[src/rtl/multiplicador_4bits_pkg.sv]
// Shared constants for the 4-bit shift-add multiplier: FSM encodings and step count.
package multiplicador_4bits_pkg;

  localparam logic [1:0] IDLE = 2'b00;
  localparam logic [1:0] CALC = 2'b01;
  localparam logic [1:0] FIM  = 2'b10;

  localparam int N_PASSOS = 4;

  // Counter value on the final shift-add step.
  localparam logic [1:0] ULTIMO_PASSO = 2'(N_PASSOS - 1);

endpackage

[src/rtl/multiplicador_4bits_somador.sv]
// Combinational 4-bit unsigned adder with carry-out (somador4Bits).
module somador4Bits (
  input  logic [3:0] a,
  input  logic [3:0] b,
  output logic [3:0] s,
  output logic       cout
);

  assign {cout, s} = {1'b0, a} + {1'b0, b};

endmodule

[src/rtl/multiplicador_4bits.sv]
// Sequential 4x4 unsigned shift-add multiplier: one add/shift step per clock, 4 steps per product.
module multiplicador_4bits
  import multiplicador_4bits_pkg::*;
(
  input  logic       CLK,
  input  logic       RST_N,
  input  logic       START,
  input  logic [3:0] A,
  input  logic [3:0] B,
  output logic [7:0] P,
  output logic       BUSY,
  output logic       DONE
);

  logic [1:0] state_q, state_d;
  logic [3:0] m_q, m_d;
  logic [3:0] q_q, q_d;
  logic [3:0] acc_q, acc_d;
  logic [1:0] cnt_q, cnt_d;
  logic [7:0] p_q, p_d;

  logic [3:0] soma;
  logic       carry;
  logic [7:0] deslocado;

  somador4Bits u_somador (
    .a    (acc_q),
    .b    (m_q),
    .s    (soma),
    .cout (carry)
  );

  // Carry-out lands in ACC[3] after the shift, so no product bit is ever lost.
  always_comb begin
    if (q_q[0]) begin
      deslocado = {carry, soma, q_q[3:1]};
    end else begin
      deslocado = {1'b0, acc_q, q_q[3:1]};
    end
  end

  always_comb begin
    state_d = state_q;
    m_d     = m_q;
    q_d     = q_q;
    acc_d   = acc_q;
    cnt_d   = cnt_q;
    p_d     = p_q;
    case (state_q)
      IDLE: begin
        if (START) begin
          m_d     = A;
          q_d     = B;
          acc_d   = 4'd0;
          cnt_d   = 2'd0;
          state_d = CALC;
        end
      end
      CALC: begin
        {acc_d, q_d} = deslocado;
        cnt_d        = cnt_q + 2'd1;
        if (cnt_q == ULTIMO_PASSO) begin
          p_d     = deslocado;
          state_d = FIM;
        end
      end
      FIM: begin
        state_d = IDLE;
      end
      default: begin
        state_d = IDLE;
      end
    endcase
  end

  always_ff @(posedge CLK or negedge RST_N) begin
    if (!RST_N) begin
      state_q <= IDLE;
      m_q     <= 4'd0;
      q_q     <= 4'd0;
      acc_q   <= 4'd0;
      cnt_q   <= 2'd0;
      p_q     <= 8'd0;
    end else begin
      state_q <= state_d;
      m_q     <= m_d;
      q_q     <= q_d;
      acc_q   <= acc_d;
      cnt_q   <= cnt_d;
      p_q     <= p_d;
    end
  end

  // Status flags decode the state register directly, so reset clears them at once.
  assign P    = p_q;
  assign BUSY = (state_q == CALC);
  assign DONE = (state_q == FIM);

endmodule

[config.mk]
export PLATFORM = sky130hd
export DESIGN_NAME = multiplicador_4bits
export DESIGN_NICKNAME = d
export VERILOG_FILES = /design/src/rtl/multiplicador_4bits_pkg.sv /design/src/rtl/multiplicador_4bits_somador.sv /design/src/rtl/multiplicador_4bits.sv
export SDC_FILE = /design/constraint.sdc
export NUM_CORES = 1
export LEC_CHECK = 0
export ABC_AREA = 1
export CAP_MARGIN = 20
export CORE_UTILIZATION = 32
export CTS_CLUSTER_DIAMETER = 150
export DETAILED_ROUTE_END_ITERATION = 10
export SETUP_SLACK_MARGIN = 0.4
export SLEW_MARGIN = 20
export SYNTH_ARGS = -nofsm -noshare
export SYNTH_HDL_FRONTEND = slang
export SYNTH_SLANG_ARGS = --single-unit
export TNS_END_PERCENT = 20
[constraint.sdc]
create_clock -name CLK -period 2.1 [get_ports CLK]
set_input_delay 0.42 -clock CLK [delete_from_list [all_inputs] [get_ports CLK]]
set_output_delay 0.42 -clock CLK [all_outputs]
set_load 0.05 [all_outputs]
======== Yosys cells after proc, flatten, opt, wreduce, memory -nomap -nowiden ========
Index checks and enable logic that the tools add are counted.
cells by class
  $add $sub $neg .......................... 2
  multiplexer cells ....................... 10
  eq/ne operators ......................... 5
  reduce and logical (&&, ||, !) cells .... 6
operators with widths
  operator                                                                count
  4-bit one-hot mux with 2 select lines                                   2
  4-bit 2-to-1 mux                                                        2
  8-bit 2-to-1 mux                                                        1
  2-bit one-hot mux with 2 select lines                                   2
  2-bit AND reduction                                                     4
  2-bit 2-to-1 mux                                                        3
  4-bit by 4-bit adder with 5-bit output                                  1
  2-bit equality test (second input constant)                             2
  2-bit by 1-bit adder with 2-bit output (second input constant)          1
  2-bit by 1-bit equality test with 1-bit output (second input constant)  1
  2-bit logical NOT                                                       1
  2-bit by 1-bit != test with 1-bit output (second input constant)        1
  2-bit != test (second input constant)                                   1
  2-bit nonzero test                                                      1
storage, ports and cells
  logic and storage cells ................. 29
  output and inout bits ................... 10
  register bits after elaboration ......... 24

======== Longest topological paths before layout ========
Gate-level depths: netlist (run 1).
  depth after elaboration ................. 3
  mapped depth ............................ 7
  depth with buffers taken out ............ 7

======== By module ========
From an unflattened synthesis (run 1), not the netlist that was laid out.
second synthesis, totals
  cell total of the unflattened synthesis .. 151
  area total of the unflattened synthesis .. 1222.4 µm²
modules (own cells, without submodules)
  module               instances  sequential area each (µm²)  area each (µm²)  cells an instance
  multiplicador_4bits  1          600.6                       1064.8           126
  somador4Bits         1          0.0                         157.7            25

======== Least setup slack after synthesis (run 1) ========
Ideal clock, no wire load.
  path type ............................... register -> output
  start point ............................. register state_q[0]
  end point ............................... output port DONE
  stages on the path, launching flop included .. 2
  slack ................................... 0.597 ns
  buffers on the path ..................... 0
  required time ........................... 1.680 ns
  arrival ................................. 1.083 ns
  cells stage by stage .................... dfrtp_1 -> nor2_1
between the ends
  word-level cells in the longest chain between the ends .. 1
ends and longest elaborated chain
  what                    RTL line                   text
  from (decl)             multiplicador_4bits.sv:15  logic [1:0] state_q, state_d;
  from (signal assigned)  multiplicador_4bits.sv:85  state_q <= state_d;
  2-bit equality test     multiplicador_4bits.sv:97  assign DONE = (state_q == FIM);
  to (decl)               multiplicador_4bits.sv:12  output logic DONE
No other way between the ends.

======== Worst setup path in the final report (run 1) ========
  start point ............................. register p_q[1], in the netlist P[1]
  end point ............................... output port P[1]
RTL lines
  what                    RTL line                   text
  from (decl)             multiplicador_4bits.sv:20  logic [7:0] p_q, p_d;
  from (signal assigned)  multiplicador_4bits.sv:90  p_q <= p_d;
  to (decl)               multiplicador_4bits.sv:10  output logic [7:0] P,
No word-level cell between the ends.

==> summary.txt, run 1 <==
Run status
  • Status: completed

Placement
  • Inst Count DP: 189
  • Routability cong.: around 0.97
  • Port Buffers: 20
  • Detailed placement HPWL: roughly 1800 µm

STA
  • Max_slew headroom: about two thirds
  • Setup_tns: 0 ps
  • Tmin final: roughly 1900 ps
  • Clk_skew: 17.1 ps
  • Hold Vio Cnt, Final: 0
  • FMAX: around 520 MHz
  • Final setup fails: 0
  • Fin Hold WS: 439 ps
  • Actual slew at the worst max-slew pin: 500 ps
  • Period utilization: roughly nine tenths
  • RSZ-0062 raised after global routing: true
  • Max Slew Vio Count: 0

Global routing
  • Initial antenna violation count: 0
  • Global Route Usage Sum: around 13%
  • First-pass GRT wire length: ~3700 µm
  • Largest net degree at the start of global routing: 25
  • Vias in the first global route: 792
  • Total global routing overflow: 0

Logic synthesis
  • Post-synthesis sequential area ratio: 52.2%
  • Net count after synthesis: 141
  • FF+latch count, synth: 24
  • Synth cell types: 23
  • Synthesized area per cell: roughly 9 µm²
  • Cells after synthesis: approximately 120
  • Yosys warns: 0
  • Synth Cell Area: about 0.0011 mm²

Route
  • Detailed Route WL: 2320 µm
  • Vias post-DR: roughly 930
  • Pre-Repair DR Iteration Count: 4
  • Via density: about 4.8
  • WL met2: approximately 1100 µm
  • Top Metal Used: met4
  • Starting DRC count in detailed routing: 35
  • Remaining antenna violation count: 0
  • Metal-1 WL: 1120 µm
  • Wirelength per Cell: between 10 and 15 µm
  • Met3 WL: between 90 and 100 µm
  • Drc violations: 0

Clocking
  • Clk sinks: 24
  • CTS max path bufs: 2
  • Worst-path clk slew: 150 ps
  • Clk Latency, worst-skew pair: between 300 and 400 ps
  • Htree depth: 1
  • Inserted Clock Buffers: 3
  • Root Driver: clkbuf_4
  • TritonCTS clock tree: built
  • Post-CTS Hold Buffers: 0

Finish
  • Commonest cells after routing, fill and taps aside: nand2_1 (35), dfrtp_1 (24), clkdlybuf4s50_1 (15), inv_1 (12), o21ai_0 (9)
  • Final layout net count: ~170
  • Non-Filler Instances: approximately 190
  • Layout cell share with drive strength beyond 1: 12.9%
  • # fillers: approximately 340
  • Layout area overhead: 26.2%
  • Commonest non-fill, non-tap cell in the layout: nand2_1
  • ANT cells: 0

Critical path
  • CP Capture Type: primary output
  • R2R Path Start: acc_q[0]
  • Top delay family on crit path: buffers and inverters
  • CP Class: register to primary output
  • FF-to-FF setup slack: 450 ps
  • Buf+Inv Stages, Crit Path: 1
  • Cell with the largest stage delay on the worst path: clkdlybuf4s50_1
  • R2r endpoint: acc_q[3]
  • Crit-path max cell delay: 800 ps
  • Required @ worst endpoint: between 1500 and 2000 ps
  • R2R depth: 6
  • Crit path max fanout: 2
  • Critical path arrival: 1500 ps
  • Critical-path cell list: clkdlybuf4s50_1
  • Setup crit start kind: register

Floorplanning
  • Die X-Extent: a little over 60 µm
  • Row cnt: 21
  • Starting Density: 33.9%
  • # IOs: 21
  • Die height: around 62 µm
  • Die area: 0.00384 mm²
  • Core area: approximately 0.0034 mm²

Flow run
  • Maxcap violations: 0

Pwr
  • Pwr Density: about 1700 mW/mm²
  • Peak supply drop: 442 µV
  • P_leak: between 0.7 and 0.8 nW

Worst hold path
  • Worst hold path class: input port to async pin
-- synthesized netlist by cell type --
library cell,instances,area (µm²)
inv_6,1,8.76
nor2_2,1,6.26
a22o_2,1,10.0
buf_6,1,11.3
nand2_4,4,45.0
nand2_1,35,131
fa_1,1,20.0
clkbuf_1,1,3.75
dfrtp_1,24,601
a211oi_1,2,15.0
o21ai_2,3,26.3
nor3_1,2,10.0
nand3_1,6,30.0
inv_1,12,45.0
or2_2,1,6.26
nor2_1,5,18.8
ha_1,5,62.6
inv_2,1,3.75
o22ai_1,2,12.5
o21ai_0,9,45.0
a21oi_1,3,15.0
o211ai_1,1,7.51
o21ai_1,3,15.0
-- where the power goes --
| group | switching, mW | total, mW | internal, mW |
|---|---|---|---|
| logic | 0.879 | 1.34 | 0.461 |
| registers | 0.161 | 0.836 | 0.674 |
| clock network | 0.143 | 0.336 | 0.193 |
| total | 1.18 | 2.51 | 1.33 |
-- what timing repair did --
action | in CTS | in global routing
gates resized for setup | 1 | 2
setup endpoints to repair | 9 | 13
setup buffers | 0 | 0
-- state kept, by name, summed over array words and instances, names as in the netlist --
signal   cells
m_q          4
acc_q        4
cnt_q        2
P            8
q_q          4
state_q      2
-- cell type report --
| type | count | area (µm²) | share of cell area (%) |
|---|---|---|---|
| Clock buffer | 3 | 22.5 | 1.55 |
| Clock inverter | 1 | 30.0 | 2.07 |
| Multi-Input combinational cell | 84 | 477 | 32.8 |
| Sequential cell | 24 | 601 | 41.4 |
| Tap cell | 46 | 57.6 | 3.97 |
| Timing Repair Buffer | 21 | 206 | 14.2 |
| Inverter | 14 | 57.6 | 3.97 |
-- stage by stage --
| stage | utilization [%] | worst slack (ps) | instance area [µm²] | power [mW] |
|---|---|---|---|---|
| global route | 42.8 | 114 | 1450 | 2.73 |
| CTS | 42.7 | 168 | 1450 | 2.54 |
| global placement | 41.2 | 546 | 1400 | 2.16 |
| detailed placement | 41.2 | 473 | 1400 | 2.20 |
| finish | 42.8 | 185 | 1450 | 2.51 |
| floorplan | - | 597 | 1150 | 1.82 |
-- routing by layer --
layer  vias up  global-route usage (%)
li1        452                       -
met1       446                    18.0
met2        25                    20.8
met3         4                    3.11
met4         0                    5.71
met5         -                       0
-- cell families (layout without fill, tap and decap cells) --
family | count (synthesis) | in the layout | share of synthesized area (%)
flops | 24 | 24 | 52.2
buf+inv | 16 | 39 | 6.31
compound gates | 24 | 24 | 12.7
fa+ha+maj | 6 | 6 | 7.18
simple gates | 54 | 54 | 21.5
-- how the worst max path moves through the flow --
stage                from        to  slack [ps]  depth (start not counted)
6_report             P[1]      P[1]         180                          1
5_1_grt              P[1]      P[1]         110                          1
4_1_cts              P[5]      P[5]         170                          1
3_5_place_dp       m_q[0]  acc_q[3]         470                          6
3_3_place_gp        START  cnt_q[1]         550                          5
2_1_floorplan  state_q[0]      DONE         600                          1
Note: power is estimated with default switching activity, not from simulation.
==> inputs of run 2 (changes only) <==
--- a/config.mk
+++ b/config.mk
@@ -10,7 +10,9 @@
 export CORE_UTILIZATION = 32
 export CTS_CLUSTER_DIAMETER = 150
 export DETAILED_ROUTE_END_ITERATION = 10
+export PLACE_DENSITY_LB_ADDON = 0.15
 export SETUP_SLACK_MARGIN = 0.4
+export SKIP_CTS_REPAIR_TIMING = 1
 export SLEW_MARGIN = 20
 export SYNTH_ARGS = -nofsm -noshare
 export SYNTH_HDL_FRONTEND = slang
==> run 2 against run 1 <==
  * Clock power down 2%
  * Combinational power about the same
  * Die area unchanged
  * Via count down 6.3%
  * Register-to-register slack about the same
  * Worst setup slack about the same
  * Global-route usage down 0.43 points
  * Critical path depth unchanged
  * Utilization up 0.11 points
  * Largest cell class unchanged
==> summary.txt, run 2 (synthesized netlist as in run 1, its figures left out) <==
Clocking
  • Inserted Clock Buffers: 3 (unchanged)
  • TritonCTS clock tree: built
  • Clk sinks: 24 (unchanged)
  • CTS max path bufs: 2 (unchanged)
  • Worst-path clk slew: 140 ps (about the same)
  • Root Driver: clkbuf_4
  • Clk Latency, worst-skew pair: 310 ps (about the same)
  • Htree depth: 1 (unchanged)

Route
  • Vias post-DR: 869 (-6.3%)
  • Wirelength per Cell: 11.3 µm (-6.1%)
  • Detailed Route WL: 2180 µm (-6.1%)
  • Pre-Repair DR Iteration Count: 4 (unchanged)
  • Remaining antenna violation count: 0 (unchanged)
  • Drc violations: 0 (unchanged)
  • Starting DRC count in detailed routing: 23 (-34%)
  • Via density: 4.50 (-6.3%)

STA
  • Tmin final: 1910 ps (-0.264 ps)
  • Actual slew at the worst max-slew pin: 500 ps (+0.277 ps)
  • Hold Vio Cnt, Final: 0 (unchanged)
  • Max Slew Vio Count: 0 (unchanged)
  • Max_slew headroom: 66.6% (-0.068 points)
  • FMAX: 522 MHz (about the same)
  • Final setup fails: 0 (unchanged)
  • Setup_tns: 0 ps (unchanged)
  • Period utilization: 91.2% (about the same)
  • Clk_skew: 14.7 ps (-2.40 ps)
  • RSZ-0062 raised after global routing: true

Finish
  • Commonest non-fill, non-tap cell in the layout: nand2_1
  • Register Area: 601 µm² (unchanged)
  • Layout area overhead: 26.6%
  • Non-Filler Instances: 193 (unchanged)
  • Commonest cells after routing, fill and taps aside: nand2_1 (35), dfrtp_1 (24), clkdlybuf4s50_1 (17), inv_1 (12), o21ai_0 (9)
  • Final layout net count: 165 (unchanged)
  • ANT cells: 0 (unchanged)
  • Max reg flops: 8 (unchanged)
  • Layout cell share with drive strength beyond 1: 12.2% (-0.68 points)
  • Footprint of the multi-input gates: 477 µm² (unchanged)
  • # fillers: 350 (+2.3%)

Pwr
  • Peak supply drop: 480 µV (+8.6%)
  • Net Sw Power: 1.16 mW (-2.0%)
  • Cell internal pwr: 1.34 mW (+0.81%)
  • Pwr Density: 1720 mW/mm² (-0.77%)
  • P_leak: 0.742 nW (-0.14%)
  • Sw Ratio: 46.4% (-0.70 points)
  • Tot Pwr: 2.50 mW (-0.51%)
  • Combinational power share: 53.8% (+0.4 points)
  • Flop pwr share: 33.0% (-0.3 points)
  • Clk pwr share: 13.2% (-0.2 points)

Critical path
  • Crit-path max cell delay: 810 ps (about the same)
  • Critical path depth: 1 (unchanged)
  • R2R Path Start: acc_q[0]
  • Buf+Inv Stages, Crit Path: 1 (unchanged)
  • CP Class: register to primary output
  • Required @ worst endpoint: 1680 ps (about the same)
  • CP Capture Type: primary output
  • Critical-path cell list: clkdlybuf4s50_1
  • R2r endpoint: acc_q[1]
  • R2R depth: 7 (+1)
  • Cell with the largest stage delay on the worst path: clkdlybuf4s50_1
  • Crit path max fanout: 2 (unchanged)
  • Top delay family on crit path: buffers and inverters
  • Setup crit start kind: register
  • Critical path arrival: 1490 ps (about the same)
  • FF-to-FF setup slack: 440 ps (about the same)

Floorplanning
  • Starting Density: 33.9% (unchanged)
  • Die X-Extent: 61.9 µm (unchanged)
  • Die area: 0.00384 mm² (unchanged)
  • Row cnt: 21 (unchanged)
  • Die height: 61.9 µm (unchanged)
  • # IOs: 21 (unchanged)
  • Core area: 0.00339 mm² (unchanged)

Run status
  • Status: completed

Flow run
  • Maxcap violations: 0 (unchanged)

Global routing
  • First-pass GRT wire length: 3560 µm (-3.0%)
  • Initial antenna violation count: 0 (unchanged)
  • Vias in the first global route: 782 (-1.3%)
  • Global Route Usage Sum: 13.0% (-0.43 points)
  • Largest net degree at the start of global routing: 25 (unchanged)
  • Total global routing overflow: 0 (unchanged)

Placement
  • Inst Count DP: 189 (unchanged)
  • Port Buffers: 20 (unchanged)
  • Routability cong.: 0.773 (-21%)
  • Detailed placement HPWL: 1720 µm (-2.0%)

Worst hold path
  • Worst hold path class: input port to async pin
run 2: cell types whose count changed in the layout (fill, tap and decap cells not counted):
| cell | change |
|---|---|
| buf_4 | -1 |
| dlygate4sd2_1 | -1 |
| clkdlybuf4s50_1 | +2 |
run 2: how the worst max path moves through the flow:
stage | end | start | slack (ps)
after floorplan | DONE | state_q[0] | 600
after global placement | DONE | state_q[0] | 370
after detailed placement | DONE | state_q[0] | 360
after CTS | DONE | state_q[0] | 5
after global routing | P[3] | P[3] | 130
final | P[3] | P[3] | 190
run 2: power by group through the flow:
stage	Sequential [mW]	Clock (mW)	Combinational [mW]
finish	0.825	0.329	1.35
global placement	0.831	0	1.34
floorplan	1.03	0	0.796
CTS	0.826	0.340	1.37
detailed placement	0.836	0	1.36
global route	0.855	0.359	1.51
run 2: area by class of cell:
class / instances / share of cell area [%]
clock buffer: 3 / 1.55
clock inverter: 1 / 2.06
inverter: 14 / 3.96
multi-input combinational: 84 / 32.8
sequential: 24 / 41.3
tap: 46 / 3.96
timing repair buffer: 21 / 14.4
run 2: metrics by stage:
step | hold slack [ps] | utilization, % | area, µm² | worst slack (ps)
6_report | 446 | 42.9 | 1460 | 185
5_1_grt | 474 | 42.9 | 1460 | 130
4_1_cts | 462 | 42.8 | 1450 | 4.62
3_5_place_dp | 466 | 41.2 | 1400 | 363
3_3_place_gp | 465 | 41.2 | 1400 | 368
2_1_floorplan | 124 | - | 1150 | 597
run 2: worst register-to-register path, delay by kind of cell, from the launching register on:
| family | cells | cell delay (ps) |
|---|---|---|
| AO/OA/AOI/OAI | 3 | 420 |
| adder cells (fa/ha/maj) | 2 | 610 |
| buffers and inverters | 1 | 50 |
| flip-flops | 1 | 410 |
| AND/OR/NAND/NOR | 1 | 110 |
run 2: routing by layer:
metal  GRT usage, %  vias to the layer above  part of all wire, %
li1               -                      449                    -
met1           16.8                      395                   47
met2           20.8                       23                   47
met3           3.31                        2                  5.1
met4           5.40                        0                 0.92
met5              0                        -                    0
